--- src/rtl/byte_pack_pkg.sv ---
// Shared types and width helpers for the byte-to-word packer.
// Entries are stored flat as {keep, data}.
package byte_pack_pkg;

  localparam int BYTE_W = 8;

  typedef enum logic {
    EMPTY = 1'b0,
    FILL  = 1'b1
  } pack_state_e;

  function automatic int data_w(input int bpw);
    return bpw * BYTE_W;
  endfunction

  function automatic int keep_w(input int bpw);
    return bpw;
  endfunction

  function automatic int entry_w(input int bpw);
    return data_w(bpw) + keep_w(bpw);
  endfunction

endpackage

--- src/rtl/pack_fifo.sv ---
// Synchronous FIFO of packed word entries.
// Pointers carry an extra wrap bit to tell full from empty.
module pack_fifo
  import byte_pack_pkg::*;
#(
  parameter int W     = 36,
  parameter int DEPTH = 4
) (
  input  logic         clk,
  input  logic         rst_n,
  input  logic         push,
  input  logic [W-1:0] wdata,
  input  logic         pop,
  output logic [W-1:0] head,
  output logic         full,
  output logic         empty
);

  localparam int AW = $clog2(DEPTH);

  logic [W-1:0]  mem_q [DEPTH];
  logic [AW:0]   wr_q, wr_d;
  logic [AW:0]   rd_q, rd_d;
  logic          do_push;
  logic          do_pop;

  always_comb begin
    empty   = (wr_q == rd_q);
    full    = (wr_q[AW] != rd_q[AW]) &&
              (wr_q[AW-1:0] == rd_q[AW-1:0]);
    do_pop  = pop && !empty;
    do_push = push && (!full || do_pop);
    wr_d    = wr_q;
    rd_d    = rd_q;
    if (do_push) wr_d = wr_q + (AW+1)'(1);
    if (do_pop)  rd_d = rd_q + (AW+1)'(1);
    head    = empty ? '0 : mem_q[rd_q[AW-1:0]];
  end

  always_ff @(posedge clk or negedge rst_n) begin
    if (!rst_n) begin
      wr_q <= '0;
      rd_q <= '0;
    end else begin
      wr_q <= wr_d;
      rd_q <= rd_d;
    end
  end

  always_ff @(posedge clk) begin
    if (do_push) mem_q[wr_q[AW-1:0]] <= wdata;
  end

endmodule

--- src/rtl/byte_word_packer.sv ---
// Packs an unthrottled byte stream into little-endian words,
// buffers them and counts words lost to a full output FIFO.
module byte_word_packer
  import byte_pack_pkg::*;
#(
  parameter int BYTES_PER_WORD = 4,
  parameter int FIFO_DEPTH     = 4
) (
  input  logic                             clk,
  input  logic                             rst_n,
  input  logic [7:0]                       in_data,
  input  logic                             in_valid,
  input  logic                             flush,
  output logic [8*BYTES_PER_WORD-1:0]      out_data,
  output logic [BYTES_PER_WORD-1:0]        out_keep,
  output logic                             out_valid,
  input  logic                             out_ready,
  output logic                             overflow,
  input  logic                             ovf_clr,
  output logic [15:0]                      drop_count
);

  localparam int BPW = BYTES_PER_WORD;
  localparam int DW  = data_w(BPW);
  localparam int KW  = keep_w(BPW);
  localparam int EW  = entry_w(BPW);
  localparam int IW  = $clog2(BPW);

  pack_state_e   state_q, state_d;
  logic [IW-1:0] byte_idx_q, byte_idx_d;
  logic [DW-1:0] acc_data_q, acc_data_d;
  logic [KW-1:0] acc_keep_q, acc_keep_d;
  logic          overflow_q, overflow_d;
  logic [15:0]   drop_count_q, drop_count_d;

  logic [DW-1:0] word_data;
  logic [KW-1:0] word_keep;
  logic          last;
  logic          do_push;
  logic          pop;
  logic          drop;
  logic          fifo_push;
  logic          fifo_full;
  logic          fifo_empty;
  logic [EW-1:0] fifo_head;

  // Merge this cycle's byte into the word so flush sees it.
  always_comb begin
    word_data = acc_data_q;
    word_keep = acc_keep_q;
    for (int i = 0; i < BPW; i++) begin
      if (in_valid && byte_idx_q == IW'(i)) begin
        word_data[i*BYTE_W +: BYTE_W] = in_data;
        word_keep[i] = 1'b1;
      end
    end
  end

  always_comb begin
    last      = in_valid &&
                (byte_idx_q == IW'(BPW - 1));
    do_push   = last ||
                (flush && (state_q == FILL || in_valid));
    pop       = !fifo_empty && out_ready;
    drop      = do_push && fifo_full && !pop;
    fifo_push = do_push && !drop;

    state_d    = state_q;
    byte_idx_d = byte_idx_q;
    acc_data_d = acc_data_q;
    acc_keep_d = acc_keep_q;
    if (do_push) begin
      state_d    = EMPTY;
      byte_idx_d = '0;
      acc_data_d = '0;
      acc_keep_d = '0;
    end else if (in_valid) begin
      state_d    = FILL;
      byte_idx_d = byte_idx_q + IW'(1);
      acc_data_d = word_data;
      acc_keep_d = word_keep;
    end

    // A drop in the same cycle as a clear keeps the flag set.
    overflow_d = overflow_q;
    if (drop)         overflow_d = 1'b1;
    else if (ovf_clr) overflow_d = 1'b0;

    drop_count_d = drop_count_q;
    if (drop && drop_count_q != 16'hFFFF)
      drop_count_d = drop_count_q + 16'd1;
  end

  always_ff @(posedge clk or negedge rst_n) begin
    if (!rst_n) begin
      state_q      <= EMPTY;
      byte_idx_q   <= '0;
      acc_data_q   <= '0;
      acc_keep_q   <= '0;
      overflow_q   <= 1'b0;
      drop_count_q <= '0;
    end else begin
      state_q      <= state_d;
      byte_idx_q   <= byte_idx_d;
      acc_data_q   <= acc_data_d;
      acc_keep_q   <= acc_keep_d;
      overflow_q   <= overflow_d;
      drop_count_q <= drop_count_d;
    end
  end

  pack_fifo #(
    .W     (EW),
    .DEPTH (FIFO_DEPTH)
  ) u_fifo (
    .clk   (clk),
    .rst_n (rst_n),
    .push  (fifo_push),
    .wdata ({word_keep, word_data}),
    .pop   (out_ready),
    .head  (fifo_head),
    .full  (fifo_full),
    .empty (fifo_empty)
  );

  assign out_data   = fifo_head[DW-1:0];
  assign out_keep   = fifo_head[EW-1:DW];
  assign out_valid  = !fifo_empty;
  assign overflow   = overflow_q;
  assign drop_count = drop_count_q;

endmodule

--- config.mk ---
export PLATFORM = sky130hd
export DESIGN_NAME = byte_word_packer
export DESIGN_NICKNAME = d
export VERILOG_FILES = /design/src/rtl/byte_pack_pkg.sv /design/src/rtl/pack_fifo.sv /design/src/rtl/byte_word_packer.sv
export SDC_FILE = /design/constraint.sdc
export NUM_CORES = 1
export LEC_CHECK = 0
export ABC_AREA = 1
export CAP_MARGIN = 10
export CORE_ASPECT_RATIO = 0.7
export CORE_MARGIN = 2
export CORE_UTILIZATION = 50
export CTS_BUF_LIST = sky130_fd_sc_hd__clkbuf_16
export DETAILED_ROUTE_END_ITERATION = 8
export PLACE_DENSITY = 0.75
export SETUP_SLACK_MARGIN = 0.15
export SYNTH_ARGS = -nofsm -noshare
export SYNTH_HDL_FRONTEND = slang
export SYNTH_SLANG_ARGS = --single-unit
--- constraint.sdc ---
create_clock -name clk -period 5.91 [get_ports clk]
set_clock_uncertainty 0.2 [all_clocks]
set_input_delay 1.182 -clock clk [delete_from_list [all_inputs] [get_ports clk]]
set_output_delay 1.182 -clock clk [all_outputs]
set_load 0.02 [all_outputs]
Word level (Yosys, flattened, before mapping). Memory sizes are Yosys's and may differ from the RTL's. Cells that the tools add are included.

Bits in registers: 62. Memory bits (writable): 144. Input port bits: 14. Output and inout bits: 54. Logic and storage cells: 63. Memories: 1.

$add $sub $neg: 4. Equality and inequality tests: 7. Multiplexer cells: 21. Reductions and logical operators: 22.

Memories: u_fifo.mem_q (depth 4, width 36, read ports 1, clocked after memory_dff 0, wr ports 1, line pack_fifo.sv:21) `logic [W-1:0] mem_q [DEPTH];`.

Operator list (count): $mux 32 (2); $mux 36 (1); $mux 8 (4); $add 16x1->16 const B (1); $ne 16x16->1 const B (1); $logic_and 1x1->1 (12); $mux 1 (10); $mux 4 (2); $add 3x1->3 const B (2); $eq 2x2->1 const B (2); $logic_not 1->1 (4); $mux 2 (2); $reduce_bool 2->1 (2); $eq 3x3->1 (1); $logic_or 1x1->1 (3); $add 2x1->2 const B (1); $eq 2x1->1 const B (1); $eq 2x2->1 (1); $logic_not 2->1 (1); $ne 1x1->1 (1).

Depth between registers and ports, before layout.
Depth after elaboration: 10. Gate-level depth with buffers: 10. Mapped depth without buffers: 9.

Cells and area by module. From an unflattened synthesis, not the netlist that was laid out.

Cells, all modules: 889. Area total of the unflattened synthesis: 9177.6 µm².

By module, submodules not included: pack_fifo (times used 1, cells an instance 520, area each 6206.0 µm², sequential area each 4474.3 µm²); byte_word_packer (times used 1, cells an instance 369, area each 2971.6 µm², sequential area each 1401.3 µm²).

Worst setup path before layout. OpenSTA, ideal clock, no wires.

Path kind: input -> register. Start: input port in_valid. End: memory u_fifo.mem_q[0][0] (enable). Library setup time: 0.429 ns. Arrival time: 3.432 ns. Required time: 5.281 ns. Slack: 1.849 ns. Cell stages on the path: 6. Path buffers: 1. Path through: buf_4 -> nor2_1 -> a21oi_4 -> nand3_2 -> nand2_1 -> nor2_1.

Cells in the longest elaborated chain, start to end: 10.

Ends and longest elaborated chain: start, declared (line byte_word_packer.sv:12) `input logic in_valid,`; $logic_or 1x1->1 (line byte_word_packer.sv:63) `(flush && (state_q == FILL || in_valid));`; $logic_and 1x1->1 (line byte_word_packer.sv:63); $logic_or 1x1->1 (*) (line byte_word_packer.sv:62) `do_push = last ||`; $logic_and 1x1->1 (2 in a row) (line byte_word_packer.sv:65) `drop = do_push && fifo_full && !pop;`; $logic_not 1->1 (line byte_word_packer.sv:66) `fifo_push = do_push && !drop;`; $logic_and 1x1->1 (*) (line byte_word_packer.sv:66); $logic_and 1x1->1 (*) (line pack_fifo.sv:32) `do_push = push && (!full || do_pop);`; $mux 1 (*) (line pack_fifo.sv:51) `if (do_push) mem_q[wr_q[AW-1:0]] <= wdata;`; $mux 1 (implied by the code) (*) (line pack_fifo.sv:51); end, declared (line pack_fifo.sv:21).

Mark *: on every way between the ends. The rest lies on a longest branch, timed or not.

Final worst setup path.
Start: register u_fifo.rd_q[1]. End: output port out_data[31].

Cells in the longest elaborated chain, start to end: 2.

Ends and longest elaborated chain: start, declared (line pack_fifo.sv:23) `logic [AW:0] rd_q, rd_d;`; start signal, assigned (line pack_fifo.sv:46) `rd_q <= rd_d;`; $mem_v2 4x36 / $eq 3x3->1 (equally long branches); $mux 36 (*) (line pack_fifo.sv:37) `head = empty ? '0 : mem_q[rd_q[AW-1:0]];`; end, declared (line byte_word_packer.sv:14) `output logic [8*BYTES_PER_WORD-1:0] out_data,`.

Marked as above.

==> impl_metrics.env <==
export IMPL_drtAntennaViolNets=0
export IMPL_clk_insertion_delay_late_ns=0.48
export IMPL_num_rows=40
export IMPL_synth_edf_count=144
export IMPL_hold_path_depth=2
export IMPL_final_area_sq_um=10400
export IMPL_vias=6139
export IMPL_wl_um=20000
export IMPL_drive_above_1_share=0.0632
export IMPL_startpoint_type="flip-flop"
export IMPL_cts_tree="yes"
export IMPL_hold_viol=0
export IMPL_gp_congestion=0.806
export IMPL_ys_ff_latch=206
export IMPL_syn_instance_count=876
export IMPL_r2r_start="u_fifo.rd_q[1]$_DFFE_PN0P_"
export IMPL_fmax_mhz=215
export IMPL_ctsResizeCount=0
export IMPL_drt_initial_drc_count=471
export IMPL_htree_levels=1
export IMPL_clk_path_buf_depth=3
export IMPL_clock_root_buffer="clkbuf_16"
export IMPL_antenna_found_initial=0
export IMPL_cap_viol_max_count=0
export IMPL_critical_path_arrival_ns=3.28
export IMPL_core_sq_um=17300
export IMPL_seqCellArea_sq_um=5880
export IMPL_die_w_um=163
export IMPL_min_delay_path_class="flip-flop to flip-flop"
export IMPL_min_to="acc_keep_q[3]$_DFFE_PN0P_"
export IMPL_drt_pass1_iter_count=5
export IMPL_multiInputGateArea_sq_um=2420
export IMPL_area_growth_pct=17.4
export IMPL_grt_pass1_wl_um=31800
export IMPL_grt_max_degree=75
export IMPL_crit_required_ns=4.53
export IMPL_ys_warn_count=0
export IMPL_syn_area_sq_um=8890
export IMPL_die_area_sq_um=18900
export IMPL_setup_tns_ns=0
export IMPL_grtUsageTotal=0.218
export IMPL_synthArstFlopShare=0.301
export IMPL_drc=0
export IMPL_rsz0062_at_grt="false"
export IMPL_slew_violations=0
export IMPL_clkSlewWorstSetupHoldPaths_ns=0.06
export IMPL_hold_start="acc_keep_q[3]$_DFFE_PN0P_"
export IMPL_postCtsSetupRepairBufs=0
export IMPL_p_leak_nw=4.50
export IMPL_grt_pass1_vias=5802
export IMPL_endpoint_kind="primary output"
export IMPL_final_util=0.604
export IMPL_synthFlopType="edfxtp_1"
export IMPL_place_hpwl_um=12300
export IMPL_yosys_area_top_type="edfxtp_1"
export IMPL_syn_area_per_cell_sq_um=10.1
export IMPL_holdBufCountCts=0
export IMPL_io_pins=68
export IMPL_finalCritPeriodShare=0.788
export IMPL_dp_slack_ns=1.64
export IMPL_overflow=0
export IMPL_viasPerCell=5.20
export IMPL_antennaDiodeCount=0
export IMPL_initial_core_util=0.515
export IMPL_synth_area_top_cells="edfxtp_1, dfrtp_1, nand2_1"
export IMPL_status="complete, no violations"
export IMPL_worst_slack_ns=1.25
export IMPL_powerDensity_nw_per_um2=505
export IMPL_final_min_clock_period_ns=4.66
export IMPL_synth_most_common_cell="nand2_1"
export IMPL_worstSetupPathType="flip-flop to primary output"
export IMPL_timing_rr_end="u_fifo.mem_q[3][7]$_DFFE_PP_"
export IMPL_synth_nets=900
export IMPL_synth_common_cells="nand2_1, edfxtp_1, nor2_1"
export IMPL_cts_buffers_inserted=21
export IMPL_relSlewSlack=0.228
export IMPL_wl_per_cell_um=16.9
export IMPL_synth_top_cell_area_share=0.486
export IMPL_nets=960
export IMPL_setup_viol=0
export IMPL_ir_drop_uv=370
export IMPL_fill_cells=1398
export IMPL_whs_ns=0.307
export IMPL_cts_sinks=206
export IMPL_crit_fanout=38
export IMPL_port_buffers=67
export IMPL_tightest_slew_ns=1.15
export IMPL_ys_seq_area_frac=0.661
export IMPL_reg2reg_slack_ns=2.87
export IMPL_synth_cell_types=25
export IMPL_rr_worst_depth=8
export IMPL_die_y_um=116
export IMPL_placed_cell_area_sq_um=9760
-- placed cells by master (no fill, tap or decap), drive strengths merged, types with 6 or more instances in the layout --
cell type	n
o21ai	107
nand3	17
clkbuf	21
nand2	186
inv	120
nor2	133
clkdlybuf4s50	66
dfrtp	62
buf	10
clkinv	8
or2	8
nand4	6
ha	10
o22ai	36
edfxtp	144
-- report_power, final --
group / switching [mW] / total [mW] / internal [mW]
combinational: 1.32 / 2.08 / 0.759
sequential: 0.0779 / 1.88 / 1.80
clock: 0.532 / 1.31 / 0.778
-- stage by stage --
stage	instances	power, mW
floorplan	876	3.16
global route	1181	5.59
finish	1181	5.27
detailed placement	1144	3.99
global placement	1144	3.95
CTS	1181	5.31
-- layout make-up --
type	count	share of cell area
Clock buffer	21	0.0504
Clock inverter	16	0.0145
Inverter	116	0.0417
Multi-Input combinational cell	515	0.232
Sequential cell	206	0.563
Tap cell	231	0.0277
Timing Repair Buffer	76	0.0703
-- flip-flops by register name, indices dropped and copies added, names as in the netlist --
signal and count:
acc_data_q 32, acc_keep_q 4, byte_idx_q 2, drop_count 16, overflow 1, state_q 1
u_fifo.mem_q 144, u_fifo.rd_q 3, u_fifo.wr_q 3
-- cells by family (layout without fill, tap and decap cells) --
kind of cell               count (synthesis)  after routing  synth area share
buffers and inverters                    155            229            0.0697
AOI/OAI and AO/OA                        144            144            0.0874
xor gates and xnor gates                  10             10           0.00985
DFF                                      206            206             0.661
adders and majority gates                 10             10            0.0141
and+or+nand+nor                          351            351             0.158
-- worst max path at each step --
stage                     slack [ns]                            end                       start
after floorplan                 1.85   u_fifo.mem_q[0][0]$_DFFE_PP_                    in_valid
after global placement          1.73  u_fifo.mem_q[3][13]$_DFFE_PP_                    in_valid
after detailed placement        1.64   u_fifo.mem_q[3][7]$_DFFE_PP_                    in_valid
after CTS                       1.22                   out_data[31]  u_fifo.rd_q[1]$_DFFE_PN0P_
after global routing            0.94                   out_data[31]  u_fifo.rd_q[1]$_DFFE_PN0P_
final                           1.25                   out_data[31]  u_fifo.rd_q[1]$_DFFE_PN0P_
-- routing by layer --
| metal | global-route usage | vias to the layer above | share of wire |
|---|---|---|---|
| li1 | - | 2985 | - |
| met1 | 0.336 | 2898 | 0.48 |
| met2 | 0.329 | 227 | 0.44 |
| met3 | 0.0344 | 29 | 0.063 |
| met4 | 0.0531 | 0 | 0.020 |
| met5 | 0 | - | 0 |
-- worst max-delay path: stages (launching register included) --
cell	delay, ns
dfrtp_1	0.37
inv_1	0.05
buf_4	0.35
nand2_1	0.09
nand2_1	0.10
nor2_2	0.05
nand2_1	0.59
buf_4	0.40
nand2_1	0.09
inv_1	0.06
clkdlybuf4s50_1	0.61
Note: power is estimated with default switching activity, not from simulation.
